[config.mk]
export PLATFORM = sky130hd
export DESIGN_NAME = imem_dbg_arbiter_flat
export DESIGN_NICKNAME = d
export VERILOG_FILES = /design/src/rtl/imem_dbg_arbiter_if.sv /design/src/rtl/imem_dbg_arbiter.sv /design/src/flat_wrapper.sv
export SDC_FILE = /design/constraint.sdc
export NUM_CORES = 1
export LEC_CHECK = 0
export ABC_AREA = 1
export BUFFER_PORTS_ARGS = -buffer_cell sky130_fd_sc_hd__buf_4
export CAP_MARGIN = 20
export CORE_UTILIZATION = 46
export CTS_CLUSTER_SIZE = 25
export DETAILED_ROUTE_END_ITERATION = 10
export PLACE_DENSITY = 0.8
export REMOVE_ABC_BUFFERS = 1
export SYNTH_ARGS = -nofsm -noshare
export SYNTH_HDL_FRONTEND = slang
export SYNTH_SLANG_ARGS = --single-unit
[constraint.sdc]
create_clock -name clk -period 6.5 [get_ports clk]
set_input_delay 0.975 -clock clk [delete_from_list [all_inputs] [get_ports clk]]
set_output_delay 0.975 -clock clk [all_outputs]
set_load 0.01 [all_outputs]
[src/rtl/imem_dbg_arbiter_if.sv]
// Debug-port bundle between the two requesters (debugger, loader) and
// instruction RAM port B; the arbiter takes the slave view.
interface imem_dbg_arbiter_if #(
    parameter int unsigned ADDR_W = 32
);
    logic              req0;
    logic [3:0]        we0;
    logic [ADDR_W-1:0] addr0;
    logic [31:0]       wdata0;
    logic              gnt0;
    logic              ack0;
    logic              err0;
    logic [31:0]       rdata0;

    logic              req1;
    logic [3:0]        we1;
    logic [ADDR_W-1:0] addr1;
    logic [31:0]       wdata1;
    logic              gnt1;
    logic              ack1;
    logic              err1;
    logic [31:0]       rdata1;

    logic [31:0]       A2;
    logic [31:0]       WD2;
    logic [3:0]        WE2;
    logic [31:0]       RD2;
    logic              busy;

    modport slave (
        input  req0, we0, addr0, wdata0, req1, we1, addr1, wdata1, RD2,
        output gnt0, ack0, err0, rdata0, gnt1, ack1, err1, rdata1,
               A2, WD2, WE2, busy
    );

    modport master (
        output req0, we0, addr0, wdata0, req1, we1, addr1, wdata1, RD2,
        input  gnt0, ack0, err0, rdata0, gnt1, ack1, err1, rdata1,
               A2, WD2, WE2, busy
    );
endinterface

[src/rtl/imem_dbg_arbiter.sv]
// Two-requester arbiter for instruction RAM port B with registered outputs.
// Define IMEM_ARB_DBG_PRIO_EN for fixed debugger priority instead of round-robin.
module imem_dbg_arbiter #(
    parameter int unsigned RD_LAT = 1,
    parameter int unsigned ADDR_W = 32
) (
    input logic               clk,
    input logic               rst,
    imem_dbg_arbiter_if.slave bus
);
    typedef enum logic [1:0] {IDLE, ISSUE, WAIT, DONE} state_t;

    state_t            state_q, state_d;
    logic [1:0]        cnt_q, cnt_d;
    logic              win_q, win_d;
    logic              err_q, err_d;
    logic              wr_q, wr_d;
`ifndef IMEM_ARB_DBG_PRIO_EN
    logic              rr_q, rr_d;
`endif
    logic [31:0]       a2_q, a2_d;
    logic [31:0]       wd2_q, wd2_d;
    logic [3:0]        we2_q, we2_d;
    logic [31:0]       rdata0_q, rdata0_d;
    logic [31:0]       rdata1_q, rdata1_d;
    logic              gnt0_q, gnt0_d, gnt1_q, gnt1_d;
    logic              ack0_q, ack0_d, ack1_q, ack1_d;
    logic              err0_q, err0_d, err1_q, err1_d;
    logic              busy_q, busy_d;

    logic              pick;
    logic [3:0]        sel_we;
    logic [ADDR_W-1:0] sel_addr;
    logic [31:0]       sel_wdata;

    always_comb begin
`ifdef IMEM_ARB_DBG_PRIO_EN
        pick = ~bus.req0;
`else
        pick = (bus.req0 && bus.req1) ? ~rr_q : ~bus.req0;
`endif
        sel_we    = pick ? bus.we1    : bus.we0;
        sel_addr  = pick ? bus.addr1  : bus.addr0;
        sel_wdata = pick ? bus.wdata1 : bus.wdata0;
    end

    always_comb begin
        state_d  = state_q;
        cnt_d    = cnt_q;
        win_d    = win_q;
        err_d    = err_q;
        wr_d     = wr_q;
`ifndef IMEM_ARB_DBG_PRIO_EN
        rr_d     = rr_q;
`endif
        a2_d     = a2_q;
        wd2_d    = wd2_q;
        we2_d    = '0;
        rdata0_d = rdata0_q;
        rdata1_d = rdata1_q;
        gnt0_d   = 1'b0;
        gnt1_d   = 1'b0;
        ack0_d   = 1'b0;
        ack1_d   = 1'b0;
        err0_d   = 1'b0;
        err1_d   = 1'b0;

        case (state_q)
            IDLE: begin
                if (bus.req0 || bus.req1) begin
                    win_d  = pick;
`ifndef IMEM_ARB_DBG_PRIO_EN
                    rr_d   = pick;
`endif
                    gnt0_d = ~pick;
                    gnt1_d = pick;
                    wr_d   = |sel_we;
                    cnt_d  = 2'(RD_LAT);
                    if (sel_addr[1:0] != 2'b00) begin
                        err_d   = 1'b1;
                        state_d = DONE;
                    end else begin
                        err_d   = 1'b0;
                        a2_d    = 32'(sel_addr);
                        wd2_d   = sel_wdata;
                        we2_d   = sel_we;
                        state_d = ISSUE;
                    end
                end
            end
            // Counter is loaded with RD_LAT, so every access spends RD_LAT
            // cycles in WAIT before DONE samples RD2 (ack lands RD_LAT+2 after gnt).
            ISSUE: state_d = (cnt_q != 2'd0) ? WAIT : DONE;
            WAIT: begin
                cnt_d = cnt_q - 2'd1;
                if (cnt_q == 2'd1) state_d = DONE;
            end
            DONE: begin
                if (!err_q && !wr_q) begin
                    if (win_q) rdata1_d = bus.RD2;
                    else       rdata0_d = bus.RD2;
                end
                ack0_d  = ~win_q;
                ack1_d  = win_q;
                err0_d  = ~win_q & err_q;
                err1_d  = win_q & err_q;
                state_d = IDLE;
            end
            default: state_d = IDLE;
        endcase

        busy_d = (state_d != IDLE);
    end

    always_ff @(posedge clk or posedge rst) begin
        if (rst) begin
            state_q  <= IDLE;
            cnt_q    <= '0;
            win_q    <= 1'b0;
            err_q    <= 1'b0;
            wr_q     <= 1'b0;
`ifndef IMEM_ARB_DBG_PRIO_EN
            rr_q     <= 1'b1;
`endif
            a2_q     <= '0;
            wd2_q    <= '0;
            we2_q    <= '0;
            rdata0_q <= '0;
            rdata1_q <= '0;
            gnt0_q   <= 1'b0;
            gnt1_q   <= 1'b0;
            ack0_q   <= 1'b0;
            ack1_q   <= 1'b0;
            err0_q   <= 1'b0;
            err1_q   <= 1'b0;
            busy_q   <= 1'b0;
        end else begin
            state_q  <= state_d;
            cnt_q    <= cnt_d;
            win_q    <= win_d;
            err_q    <= err_d;
            wr_q     <= wr_d;
`ifndef IMEM_ARB_DBG_PRIO_EN
            rr_q     <= rr_d;
`endif
            a2_q     <= a2_d;
            wd2_q    <= wd2_d;
            we2_q    <= we2_d;
            rdata0_q <= rdata0_d;
            rdata1_q <= rdata1_d;
            gnt0_q   <= gnt0_d;
            gnt1_q   <= gnt1_d;
            ack0_q   <= ack0_d;
            ack1_q   <= ack1_d;
            err0_q   <= err0_d;
            err1_q   <= err1_d;
            busy_q   <= busy_d;
        end
    end

    assign bus.A2     = a2_q;
    assign bus.WD2    = wd2_q;
    assign bus.WE2    = we2_q;
    assign bus.gnt0   = gnt0_q;
    assign bus.gnt1   = gnt1_q;
    assign bus.ack0   = ack0_q;
    assign bus.ack1   = ack1_q;
    assign bus.err0   = err0_q;
    assign bus.err1   = err1_q;
    assign bus.rdata0 = rdata0_q;
    assign bus.rdata1 = rdata1_q;
    assign bus.busy   = busy_q;
endmodule

[src/flat_wrapper.sv]
// flat-port wrapper written by rule: the top's interface ports become plain ports
module imem_dbg_arbiter_flat 
#(
    parameter int unsigned RD_LAT = 1,
    parameter int unsigned ADDR_W = 32
)
  (clk, rst, bus_req0, bus_we0, bus_addr0, bus_wdata0, bus_req1, bus_we1, bus_addr1, bus_wdata1, bus_RD2, bus_gnt0, bus_ack0, bus_err0, bus_rdata0, bus_gnt1, bus_ack1, bus_err1, bus_rdata1, bus_A2, bus_WD2, bus_WE2, bus_busy);
  imem_dbg_arbiter_if #(.ADDR_W(ADDR_W)) bus_i ();
  input logic clk;
  input logic rst;
  input wire logic [$bits(bus_i.req0)-1:0] bus_req0;
  input wire logic [$bits(bus_i.we0)-1:0] bus_we0;
  input wire logic [$bits(bus_i.addr0)-1:0] bus_addr0;
  input wire logic [$bits(bus_i.wdata0)-1:0] bus_wdata0;
  input wire logic [$bits(bus_i.req1)-1:0] bus_req1;
  input wire logic [$bits(bus_i.we1)-1:0] bus_we1;
  input wire logic [$bits(bus_i.addr1)-1:0] bus_addr1;
  input wire logic [$bits(bus_i.wdata1)-1:0] bus_wdata1;
  input wire logic [$bits(bus_i.RD2)-1:0] bus_RD2;
  output wire logic [$bits(bus_i.gnt0)-1:0] bus_gnt0;
  output wire logic [$bits(bus_i.ack0)-1:0] bus_ack0;
  output wire logic [$bits(bus_i.err0)-1:0] bus_err0;
  output wire logic [$bits(bus_i.rdata0)-1:0] bus_rdata0;
  output wire logic [$bits(bus_i.gnt1)-1:0] bus_gnt1;
  output wire logic [$bits(bus_i.ack1)-1:0] bus_ack1;
  output wire logic [$bits(bus_i.err1)-1:0] bus_err1;
  output wire logic [$bits(bus_i.rdata1)-1:0] bus_rdata1;
  output wire logic [$bits(bus_i.A2)-1:0] bus_A2;
  output wire logic [$bits(bus_i.WD2)-1:0] bus_WD2;
  output wire logic [$bits(bus_i.WE2)-1:0] bus_WE2;
  output wire logic [$bits(bus_i.busy)-1:0] bus_busy;
  assign bus_i.req0 = bus_req0;
  assign bus_i.we0 = bus_we0;
  assign bus_i.addr0 = bus_addr0;
  assign bus_i.wdata0 = bus_wdata0;
  assign bus_i.req1 = bus_req1;
  assign bus_i.we1 = bus_we1;
  assign bus_i.addr1 = bus_addr1;
  assign bus_i.wdata1 = bus_wdata1;
  assign bus_i.RD2 = bus_RD2;
  assign bus_gnt0 = bus_i.gnt0;
  assign bus_ack0 = bus_i.ack0;
  assign bus_err0 = bus_i.err0;
  assign bus_rdata0 = bus_i.rdata0;
  assign bus_gnt1 = bus_i.gnt1;
  assign bus_ack1 = bus_i.ack1;
  assign bus_err1 = bus_i.err1;
  assign bus_rdata1 = bus_i.rdata1;
  assign bus_A2 = bus_i.A2;
  assign bus_WD2 = bus_i.WD2;
  assign bus_WE2 = bus_i.WE2;
  assign bus_busy = bus_i.busy;
  imem_dbg_arbiter #(.RD_LAT(RD_LAT), .ADDR_W(ADDR_W)) u_core (.clk(clk), .rst(rst), .bus(bus_i));
endmodule
-- Word level (Yosys, flattened, before mapping)
Cells that the tools add are included.
Widths: inputs -> output; s select.
- add/subtract/negate cells: 1
- equality and inequality tests: 5
- multiplexer cells: 23
- bitwise logic cells: 7
- reductions and logical operators: 16
- operator list (kind ; count):
    $mux 32 ; 2
    $mux 4 ; 4
    $mux 1 ; 11
    $reduce_and 3->1 ; 3
    $mux 2 ; 4
    $pmux 2 s4 ; 1
    $reduce_bool 2->1 ; 4
    $not 1->1 ; 5
    $eq 2x1->1 const B ; 2
    $eq 2x2->1 const B ; 2
    $pmux 2 s2 ; 1
    $reduce_and 2->1 ; 2
    $reduce_or 4->1 ; 1
    $and 1x1->1 ; 2
    $logic_and 1x1->1 ; 2
    $logic_not 1->1 ; 2
    $logic_not 2->1 ; 1
    $ne 2x1->1 const B ; 1
    $sub 2x1->2 const B ; 1
    $logic_or 1x1->1 ; 1
- register bits after elaboration: 147
- input port bits: 172
- word-level logic and storage cells: 70

-- Logic depth before layout (Yosys ltp)
Gate-level depths: netlist of the first run.
- depth in word-level cells: 8
- gate-level depth with buffers: 11
- gate-level depth less buffers: 10

-- Worst setup path before layout of the first run
OpenSTA, ideal clock, no wires.
- path type: input to register
- start: in bus_req1
- end: reg u_core.a2_q[10] (netlist: u_core.bus.A2[10])
- arrival time: 1841 ps
- data required time: 6384 ps
- setup slack: 4543 ps
- stages on the path: 10
- path buffers: 2
- cell sequence: nand2_2 nand2_2 inv_2 nand2_1 nand2_1 nand2_2 buf_6 buf_6 nand2_1 nand2_1
- longest elaborated chain between the ends: 6
- elaborated cells on any way between the ends: 7
- those cells by class: mux: 2; bitwise: 1; reduce/logical: 4
- RTL lines (what ; line ; text):
    start, declared ; flat_wrapper.sv:15 ; input wire logic [$bits(bus_i.req1)-1:0] bus_req1;
    $logic_and 1x1->1 ; imem_dbg_arbiter.sv:40 ; pick = (bus.req0 && bus.req1) ? ~rr_q : ~bus.req0;
    $mux 1 ; imem_dbg_arbiter.sv:40 ;
    $mux 32 ; imem_dbg_arbiter.sv:43 ; sel_addr = pick ? bus.addr1 : bus.addr0;
    $reduce_bool 2->1 ; imem_dbg_arbiter.sv:79 ; if (sel_addr[1:0] != 2'b00) begin
    $not 1->1 (no line) ; n/a ;
    $reduce_and 3->1 (no line) ; n/a ;
    end signal, assigned ; imem_dbg_arbiter.sv:125 ; a2_q <= '0;
    end signal, assigned ; imem_dbg_arbiter.sv:146 ; a2_q <= a2_d;
    end, declared ; imem_dbg_arbiter.sv:21 ; logic [31:0] a2_q, a2_d;
Parallel ways exist; a longest one is shown, timed or not.
A chain may end at the register's enable or synchronous reset.

-- Final worst setup path of the first run
- start: in bus_req1
- end: reg u_core.wd2_q[28] (netlist: u_core.bus.WD2[28])
- longest elaborated chain between the ends: 6
- elaborated cells on any way between the ends: 8
- those cells by class: mux: 3; bitwise: 1; reduce/logical: 4
- RTL lines (what ; line ; text):
    $logic_and 1x1->1 ; imem_dbg_arbiter.sv:40 ;
    $mux 1 ; imem_dbg_arbiter.sv:40 ;
    $mux 32 ; imem_dbg_arbiter.sv:43 ;
    $reduce_bool 2->1 ; imem_dbg_arbiter.sv:79 ;
    $not 1->1 (no line) ; n/a ;
    $reduce_and 3->1 (no line) ; n/a ;
    end signal, assigned ; imem_dbg_arbiter.sv:147 ; wd2_q <= wd2_d;
    end, declared ; imem_dbg_arbiter.sv:22 ; logic [31:0] wd2_q, wd2_d;
Parallel ways exist; a longest one is shown, timed or not.

==> results_dict.tcl, run 1 <==
set metrics [dict create \
    io_buffer_count 310 \
    outcome "completed" \
    cts_made_buffers 17 \
    pwr-share-seq_pct 38.4 \
    cpPeakStageDelay_ns 0.54 \
    drc 0 \
    p_leak_nw 5.45 \
    drt-pass1-iter-count 7 \
    rsz0062_at_grt "false" \
    cts_setup_buffers 0 \
    diodes 0 \
    comb_power_share_pct 35.3 \
    final.setup.tns_ns 0 \
    rows 42 \
    critPathMaxFanout 70 \
    gp_congestion 0.783 \
    antenna_found_initial 0 \
    wl_mm 17.8 \
    grt_pass1_wl_mm 28.5 \
    grt_usage_pct 25.5 \
    post_cts_resize_count 0 \
    hold_class "flip-flop to flip-flop" \
    grt_pass1_vias 5946 \
    power_switching_mw 1.28 \
    layout.nets 1282 \
    syn-instance-count 808 \
    hold_violations 0 \
    slowest_stage "buf_4" \
    ios 311 \
    areaGrowthSynthToFinish_pct 47.0 \
    reg2reg_depth 11 \
    wl_per_cell_um 13.8 \
    crit_arrival_ns 2.88 \
    coreArea_mm2 0.0134 \
    clockBufferDepth 2 \
    seq_area_frac_synth_pct 57.6 \
    h-tree-depth 4 \
    finalClockSkew_ns 0.00920 \
    cp_common_cell "nand2_1" \
    irDropWorstVdd_mv 0.199 \
    fin_util_pct 70.1 \
    cts_hold_buf 0 \
    p_int_mw 2.44 \
    endpoint_kind "flip-flop" \
    r2r_start "u_core.rr_q" \
    vias_per_cell 4.69 \
    drv_cap 0 \
    fin_crit_ns 2.54 \
    slew_headroom_pct 32.1 \
    finalMaxSlewViolations 0 \
    path_class "primary input to flip-flop" \
    synth.cell_area_mm2 0.00639 \
    post-route-period-util_pct 39.0 \
    p_clk_share_pct 26.4 \
    clock-sinks 147 \
    startpoint "bus_req1" \
    tightestPinTransition_ns 1.01 \
    via_count 6064 \
    die_h_um 120 \
    sw_frac_of_total_pct 34.4 \
    min_from "u_core.bus.WD2[8]" \
    max_freq_ghz 0.394 \
    grt_start_max_net_pins 86 \
    place_hpwl_mm 12.8 \
    clkTransAtPathRegs_ns 0.06 \
    cp_cell_sequence "buf_4 > nand2_2 > nand2_2 > buf_4 > inv_2 > nand2_1 > nand2_1 > nand2_2 > buf_4 > nand2_1 > nand2_1" \
    initial_core_util_pct 47.7 \
    cts_tree "built" \
    crit_cells 11 \
    die_x_um 120 \
    drt_iter0_markers 331 \
    drive_above_1_share_pct 32.1 \
    cp-endpoint "u_core.bus.WD2[28]" \
    cts_root_buf "clkbuf_16" \
    grt-ovfl-total 0 \
    r2r_slack_ns 4.20 \
    ys_ff_latch 147 \
    r2r-end "u_core.bus.WD2[28]" \
    synth.avg_cell_area_um2 7.91 \
    ys.warnings.count 0 \
    critical_path.top_delay_family "buffers and inverters" \
    clk_latency_ns 0.41 \
    synth_cell_type_count 20 \
    antenna_left 0 \
    die-area_mm2 0.0144 \
    crit_path_start_kind "primary input" \
    powerDensity_mw_per_mm2 395 \
    required_ns 6.84 \
    cp_num_buf_inv 4 \
    setup_violations 0 \
]
[metal layers]
| layer | global-route usage, % | vias up | share of wire (%) | wire (µm) |
|---|---|---|---|---|
| met5 | 0 | - | 0 | 0 |
| met4 | 8.28 | 0 | 1.9 | 342 |
| met3 | 8.46 | 26 | 8.5 | 1510 |
| met2 | 44.4 | 228 | 49 | 8690 |
| met1 | 29.5 | 2767 | 41 | 7250 |
| li1 | - | 3043 | - | - |
[synth_stat cells]
cell type	count	share of area, %
a21oi_1	2	0.16
a31oi_1	1	0.098
buf_2	10	0.78
buf_4	2	0.23
buf_6	5	0.88
clkbuf_1	21	1.2
dfrtp_1	146	57
dfstp_2	1	0.41
ha_1	6	1.2
inv_1	52	3.1
inv_2	2	0.12
inv_4	1	0.098
nand2_1	456	27
nand2_2	3	0.29
nand3_1	6	0.47
nand3b_1	2	0.23
nor2_1	21	1.2
nor2_2	1	0.098
nor3_1	1	0.078
o21ai_0	69	5.4
[placed cells by master, fill, tap and decap left out, types with 2 or more instances in the layout]
cell / n
a21oi_1: 2
clkbuf_16: 17
nand3_1: 6
clkinv_2: 2
clkinv_4: 2
nor2_1: 21
inv_8: 2
inv_2: 2
o21ai_0: 69
nand3b_1: 2
bufinv_16: 2
nand2_1: 454
inv_6: 7
ha_1: 6
inv_1: 51
buf_4: 314
dfrtp_1: 146
nand2_2: 5
[worst min-delay path by stage]
stage	end	depth (start not counted)	slack, ns
2_1_floorplan	u_core.bus.err0	1	0.45
3_3_place_gp	u_core.bus.WD2[11]	2	0.46
3_5_place_dp	u_core.bus.WD2[8]	2	0.47
4_1_cts	u_core.bus.WD2[8]	2	0.48
5_1_grt	u_core.bus.A2[11]	2	0.49
6_report	u_core.bus.WD2[8]	2	0.48
[flip-flops by register name (all words and copies together) (netlist names), 2 cells and up]
name / cells
u_core.bus.A2: 32
u_core.bus.WD2: 32
u_core.bus.rdata0: 32
u_core.bus.rdata1: 32
u_core.bus.WE2: 4
u_core.cnt_q: 2
u_core.state_q: 2
[layout make-up]
cell class                 count  area (µm²)
fill                        1134        4010
sequential                   147        3680
timing repair buffer         315        2380
multi-input combinational    568        2310
clock buffer                  17         425
tap                          176         220
inverter                      55         214
clock inverter                15         170
[tightest hold or removal path, cell delays in order (launching register included)]
cell and delay [ns]:
dfrtp_1 0.34, nand2_1 0.05, nand2_1 0.05
[metrics by stage]
stage          instance area, µm²  total power [mW]  hold slack (ns)  std cells  setup slack, ns
3_5_place_dp                 8780              2.75            0.467       1260             3.55
2_1_floorplan                6190              2.01            0.455        770             1.58
6_report                     9390              3.71            0.482       1293             3.96
3_3_place_gp                 8780              2.71            0.464       1260             3.61
4_1_cts                      9370              3.74            0.483       1292             3.97
5_1_grt                      9390              3.95            0.493       1293             3.73
[power groups by stage]
stage	clock network, mW	registers (mW)	logic [mW]
3_5_place_dp	0	1.43	1.32
4_1_cts	0.994	1.42	1.32
2_1_floorplan	0	1.55	0.457
3_3_place_gp	0	1.42	1.29
5_1_grt	1.04	1.46	1.46
6_report	0.980	1.42	1.31
[kinds of logic after synthesis]
kind of cell             count (synthesis)  synth area share (%)
AO/OA/AOI/OAI                           72                  5.66
adder cells (fa/ha/maj)                  6                  1.17
buffers and inverters                   93                  6.40
flip-flops                             147                  57.6
AND/OR/NAND/NOR                        490                  29.2
(Power assumes the default switching activity.)
==> run 2: changes to the inputs <==
--- a/config.mk
+++ b/config.mk
@@ -8,10 +8,10 @@
 export ABC_AREA = 1
 export BUFFER_PORTS_ARGS = -buffer_cell sky130_fd_sc_hd__buf_4
 export CAP_MARGIN = 20
-export CORE_UTILIZATION = 46
+export CORE_UTILIZATION = 42
 export CTS_CLUSTER_SIZE = 25
 export DETAILED_ROUTE_END_ITERATION = 10
-export PLACE_DENSITY = 0.8
+export PLACE_DENSITY = 0.77
 export REMOVE_ABC_BUFFERS = 1
 export SYNTH_ARGS = -nofsm -noshare
 export SYNTH_HDL_FRONTEND = slang
==> constraint.sdc (replaced) <==
create_clock -name clk -period 2.2 [get_ports clk]
set_input_delay 0.33 -clock clk [delete_from_list [all_inputs] [get_ports clk]]
set_output_delay 0.33 -clock clk [all_outputs]
set_load 0.01 [all_outputs]
==> results_dict.tcl, run 2 (same netlist as run 1, synthesis figures left out) <==
set metrics [dict create \
    outcome "finished with violations" \
    violations "design-rule violations" \
    powerDensity_mw_per_mm2 1140 \
    place_hpwl_mm 13.3 \
    fin_util_pct 64.5 \
    p_leak_nw 5.49 \
    dp_cells 1276 \
    placed_area_mm2 0.00891 \
    drc 23 \
    vias_per_cell 4.60 \
    grt_pass1_wl_mm 29.4 \
    r2r_slack_ns 0.32 \
    areaGrowthSynthToFinish_pct 48.5 \
    clock-sinks 147 \
    post_cts_resize_count 0 \
    grt-ovfl-total 0 \
    io_buffer_count 310 \
    hold_violations 0 \
    clkTransAtPathRegs_ns 0.06 \
    fin_hold_ws_ns 0.202 \
    cts_root_buf "clkbuf_16" \
    slew_headroom_pct 63.3 \
    die_h_um 125 \
    drive_above_1_share_pct 32.4 \
    h-tree-depth 4 \
    clockBufferDepth 2 \
    final.setup.tns_ns 0 \
    irDropWorstVdd_mv 0.528 \
    crit_path_start_kind "flip-flop" \
    grt_usage_pct 23.9 \
    cp-endpoint "u_core.bus.WD2[20]" \
    endpoint_kind "flip-flop" \
    r2r-end "u_core.bus.WD2[20]" \
    antenna_found_initial 0 \
    wl_mm 18.0 \
    post-route-period-util_pct 85.2 \
    drv_cap 0 \
    hold_class "primary input to flip-flop" \
    diodes 0 \
    via_count 6024 \
    setup_violations 0 \
    drt-pass1-iter-count 8 \
    wl_per_cell_um 13.7 \
    tightestPinTransition_ns 0.551 \
    max_freq_ghz 0.533 \
    antenna_left 0 \
    cts_setup_buffers 0 \
    reg2reg_depth 8 \
    fin_cells 1309 \
    final_common_cell "nand2_1" \
    initial_core_util_pct 43.5 \
    die-area_mm2 0.0157 \
    required_ns 2.54 \
    final_cell_area_mm2 0.00949 \
    rows 44 \
    crit_arrival_ns 2.22 \
    die_x_um 125 \
    fin_crit_ns 1.88 \
    finalClockSkew_ns 0.0110 \
    ios 311 \
    critPathMaxFanout 52 \
    layout.nets 1290 \
    grt_start_max_net_pins 65 \
    cts_tree "built" \
    startpoint "u_core.state_q[0]" \
    fill_cells 1262 \
    gp_congestion 0.789 \
    cts_made_buffers 17 \
    finalMaxSlewViolations 0 \
    drt_iter0_markers 392 \
    setup_slack_ns 0.325 \
    clk_latency_ns 0.41 \
    preCtsSetupSlack_ns 0.327 \
    coreArea_mm2 0.0147 \
    path_class "flip-flop to flip-flop" \
    final_cell_mix "454 x nand2_1, 317 x buf_4, 146 x dfrtp_1, 69 x o21ai_0, 51 x inv_1" \
    rsz0062_at_grt "false" \
    grt_pass1_vias 5858 \
    r2r_start "u_core.state_q[0]" \
    power.total_mw 10.9 \
]
==> run 2: changes by cell type in the layout (fill, tap and decap cells not counted), sizes merged <==
cell / delta
inv: -3
bufinv: -1
clkinvlp: +2
dlygate4sd3: +1
buf: +7
clkbuf: +2
==> run 2: power by group <==
group	leakage [nW]	switching (mW)	internal (mW)
registers	1.67	0.543	3.65
logic	3.55	2.02	1.87
clock network	0.271	1.17	1.60
==> run 2: critical path, stage by stage (launching register included) <==
cell     delay [ns]
dfrtp_1        0.39
inv_1          0.09
ha_1           0.21
inv_1          0.16
nor2_2         0.11
nand2_2        0.12
buf_4          0.46
nand2_1        0.12
nand2_1        0.11
==> run 2: final cells by class <==
| cell class | count | area, µm² | area share [%] |
|---|---|---|---|
| clock buffers | 19 | 443 | 4.67 |
| well taps | 184 | 230 | 2.43 |
| clock inverters | 13 | 124 | 1.31 |
| multi-input cells | 568 | 2310 | 24.3 |
| inverters | 55 | 214 | 2.26 |
| repair buffers | 323 | 2490 | 26.2 |
| flip-flops and latches | 147 | 3680 | 38.8 |
==> run 2: worst min path at each step <==
stage | start | end | slack (ns) | cells after the start
after global placement | rst | u_core.bus.A2[0] | 0.41 | 2
after global routing | bus_RD2[9] | u_core.bus.rdata0[9] | 0.19 | 3
after detailed placement | rst | u_core.bus.A2[0] | 0.42 | 2
after CTS | bus_RD2[3] | u_core.bus.rdata1[3] | 0.19 | 3
after floorplan | u_core.win_q | u_core.bus.err0 | 0.45 | 1
final | bus_RD2[9] | u_core.bus.rdata1[9] | 0.20 | 3
==> run 2: what timing repair did <==
item | 4_1_cts | 5_1_grt
hold buffers | 1 | 0
endpoints found under the hold margin | 51 | 0
setup endpoints to repair | 0 | 0
==> run 2: routing by layer <==
metal / wire (µm) / up-vias / share of wire, % / GRT usage (%)
met3: 1530 / 16 / 8.5 / 7.40
met4: 234 / 0 / 1.3 / 6.24
li1: - / 3057 / - / -
met1: 7540 / 2722 / 42 / 30.1
met2: 8670 / 229 / 48 / 40.0
met5: 0 / - / 0 / 0
==> run 3: changes to the inputs <==
--- a/config.mk
+++ b/config.mk
@@ -11,7 +11,7 @@
 export CORE_UTILIZATION = 42
 export CTS_CLUSTER_SIZE = 25
 export DETAILED_ROUTE_END_ITERATION = 10
-export PLACE_DENSITY = 0.77
+export PLACE_DENSITY = 0.74
 export REMOVE_ABC_BUFFERS = 1
 export SYNTH_ARGS = -nofsm -noshare
 export SYNTH_HDL_FRONTEND = slang
==> constraint.sdc (replaced) <==
create_clock -name clk -period 1.6 [get_ports clk]
set_input_delay 0.24 -clock clk [delete_from_list [all_inputs] [get_ports clk]]
set_output_delay 0.24 -clock clk [all_outputs]
set_load 0.01 [all_outputs]
==> results_dict.tcl, run 3 (same netlist as run 1, synthesis figures left out) <==
set metrics [dict create \
    crit_path_start_kind "flip-flop" \
    hold_violations 0 \
    gp_congestion 0.811 \
    wl_mm 20.2 \
    h-tree-depth 4 \
    coreArea_mm2 0.0147 \
    vias_per_cell 4.70 \
    areaGrowthSynthToFinish_pct 58.5 \
    cts_made_buffers 17 \
    endpoint_kind "flip-flop" \
    clock-sinks 147 \
    fin_util_pct 68.9 \
    ios 311 \
    fin_cells 1338 \
    grt-ovfl-total 0 \
    grt_start_max_net_pins 65 \
    p_leak_nw 5.78 \
    setup_violations 0 \
    layout.nets 1319 \
    cp_num_buf_inv 4 \
    slowest_stage "dfstp_2" \
    hold_class "primary input to flip-flop" \
    irDropWorstVdd_mv 0.765 \
    final_common_cell "nand2_1" \
    drive_above_1_share_pct 34.7 \
    reg2reg_depth 11 \
    slew_headroom_pct 75.4 \
    cts_tree "built" \
    io_buffer_count 310 \
    drv_cap 0 \
    wl_per_cell_um 15.1 \
    die-area_mm2 0.0157 \
    placed_area_mm2 0.00904 \
    drt-pass1-iter-count 8 \
    cts_root_buf "clkbuf_16" \
    finalMaxSlewViolations 0 \
    final_cell_area_mm2 0.0101 \
    p_clk_share_pct 26.4 \
    drt_iter0_markers 408 \
    crit_cells 11 \
    tightestPinTransition_ns 0.367 \
    clkTransAtPathRegs_ns 0.06 \
    violations "design-rule violations" \
    powerDensity_mw_per_mm2 1580 \
    die_h_um 125 \
    p_int_mw 10.7 \
    path_class "flip-flop to flip-flop" \
    grt_usage_pct 24.2 \
    outcome "finished with violations" \
    dp_cells 1286 \
    cpPeakStageDelay_ns 0.52 \
    hold_path_depth 3 \
    max_freq_ghz 0.634 \
    pwr-share-seq_pct 36.1 \
    fin_crit_ns 1.58 \
    power_switching_mw 5.38 \
    post-route-period-util_pct 98.6 \
    cp_common_cell "nand2_8" \
    die_x_um 125 \
    comb_power_share_pct 37.5 \
    grt_pass1_vias 6031 \
    rsz0062_at_grt "true" \
    critical_path.top_delay_family "simple AND/OR/NAND/NOR gates" \
    critPathMaxFanout 9 \
    via_count 6285 \
    cp_cell_sequence "inv_2 > nand2_4 > nand2_8 > inv_6 > nand2_4 > nand2_8 > nand2_8 > clkinv_8 > buf_8 > nand2_1 > nand2_1" \
    diodes 0 \
    rows 44 \
    finalClockSkew_ns 0.00672 \
    required_ns 1.95 \
    place_hpwl_mm 13.4 \
    antenna_found_initial 0 \
    clk_latency_ns 0.42 \
    clockBufferDepth 2 \
    sw_frac_of_total_pct 33.5 \
    antenna_left 0 \
    crit_arrival_ns 1.93 \
    initial_core_util_pct 43.5 \
    grt_pass1_wl_mm 29.6 \
    drc 23 \
    final_cell_mix "451 x nand2_1, 321 x buf_4, 146 x dfrtp_1, 68 x o21ai_0, 49 x inv_1" \
]
[run 3: changes by cell type in the layout (fill, tap and decap cells not counted), moves of 4 or more]
| cell | previous run | this run |
|---|---|---|
| buf_4 | 317 | 321 |
| buf_6 | 0 | 7 |
| nand2_8 | 0 | 4 |
| buf_12 | 5 | 10 |
| clkbuf_16 | 17 | 25 |
[run 3: layout make-up]
class,instances,area (µm²)
Timing Repair Buffer,350,2940
Clock buffer,20,457
Multi-Input combinational cell,569,2400
Inverter,55,229
Tap cell,184,230
Clock inverter,12,178
Sequential cell,147,3680
Timing Repair inverter,1,11.3
Fill cell,1211,4570
[run 3: path summary, 6_finish.rpt]
kind / startpoint / to / slack [ns]
min in group asynchronous: rst / u_core.bus.WE2[1] / 0.35
hold / removal: bus_RD2[10] / u_core.bus.rdata0[10] / 0.11
hold reg to reg: u_core.bus.A2[19] / u_core.bus.A2[19] / 0.48
setup reg to reg: u_core.rr_q / u_core.bus.A2[11] / 0.02
max in group asynchronous: rst / u_core.bus.busy / 0.73
setup / recovery: u_core.rr_q / u_core.bus.A2[11] / 0.02
[run 3: timing repair]
item,CTS,global route
buffers inserted,0,3
endpoints found under the hold margin,22,0
hold buffers,1,0
endpoints found under the setup margin,0,68
resized for setup,0,35
[run 3: worst reg2reg max path, cell delays in order (launching register included)]
cell and delay [ns]:
dfstp_2 0.52, inv_2 0.04, nand2_4 0.09, nand2_8 0.09, inv_6 0.08, nand2_4 0.06
nand2_8 0.11, nand2_8 0.11, clkinv_8 0.12, buf_8 0.15, nand2_1 0.07, nand2_1 0.07
[run 3: per-stage QoR]
stage | TNS (ns) | hold WS, ns | worst slack, ns | power (mW)
final | 0 | 0.106 | 0.0228 | 16.0
after global routing | -0.838 | 0.0971 | -0.0522 | 17.1
after CTS | 0 | 0.0872 | 0.0414 | 15.7
after detailed placement | 0 | 0.233 | 0.0574 | 11.4
after global placement | 0 | 0.232 | 0.123 | 11.3
after floorplan | -517.79 | 0.401 | -2.59 | 8.15
[run 3: power groups by stage]
stage,Clock (mW),Combinational (mW),Sequential (mW)
after floorplan,0,1.86,6.30
after global placement,0,5.49,5.77
after detailed placement,0,5.60,5.79
after CTS,4.29,5.59,5.78
after global routing,4.48,6.62,5.96
final,4.23,6.01,5.79
[run 3: metal layers]
layer / track usage [%] / share of wire, % / vias to the layer above
li1: - / - / 3129
met1: 29.7 / 42 / 2884
met2: 40.3 / 49 / 249
met3: 7.57 / 7.8 / 23
met4: 8.39 / 1.7 / 0
met5: 0 / 0 / -
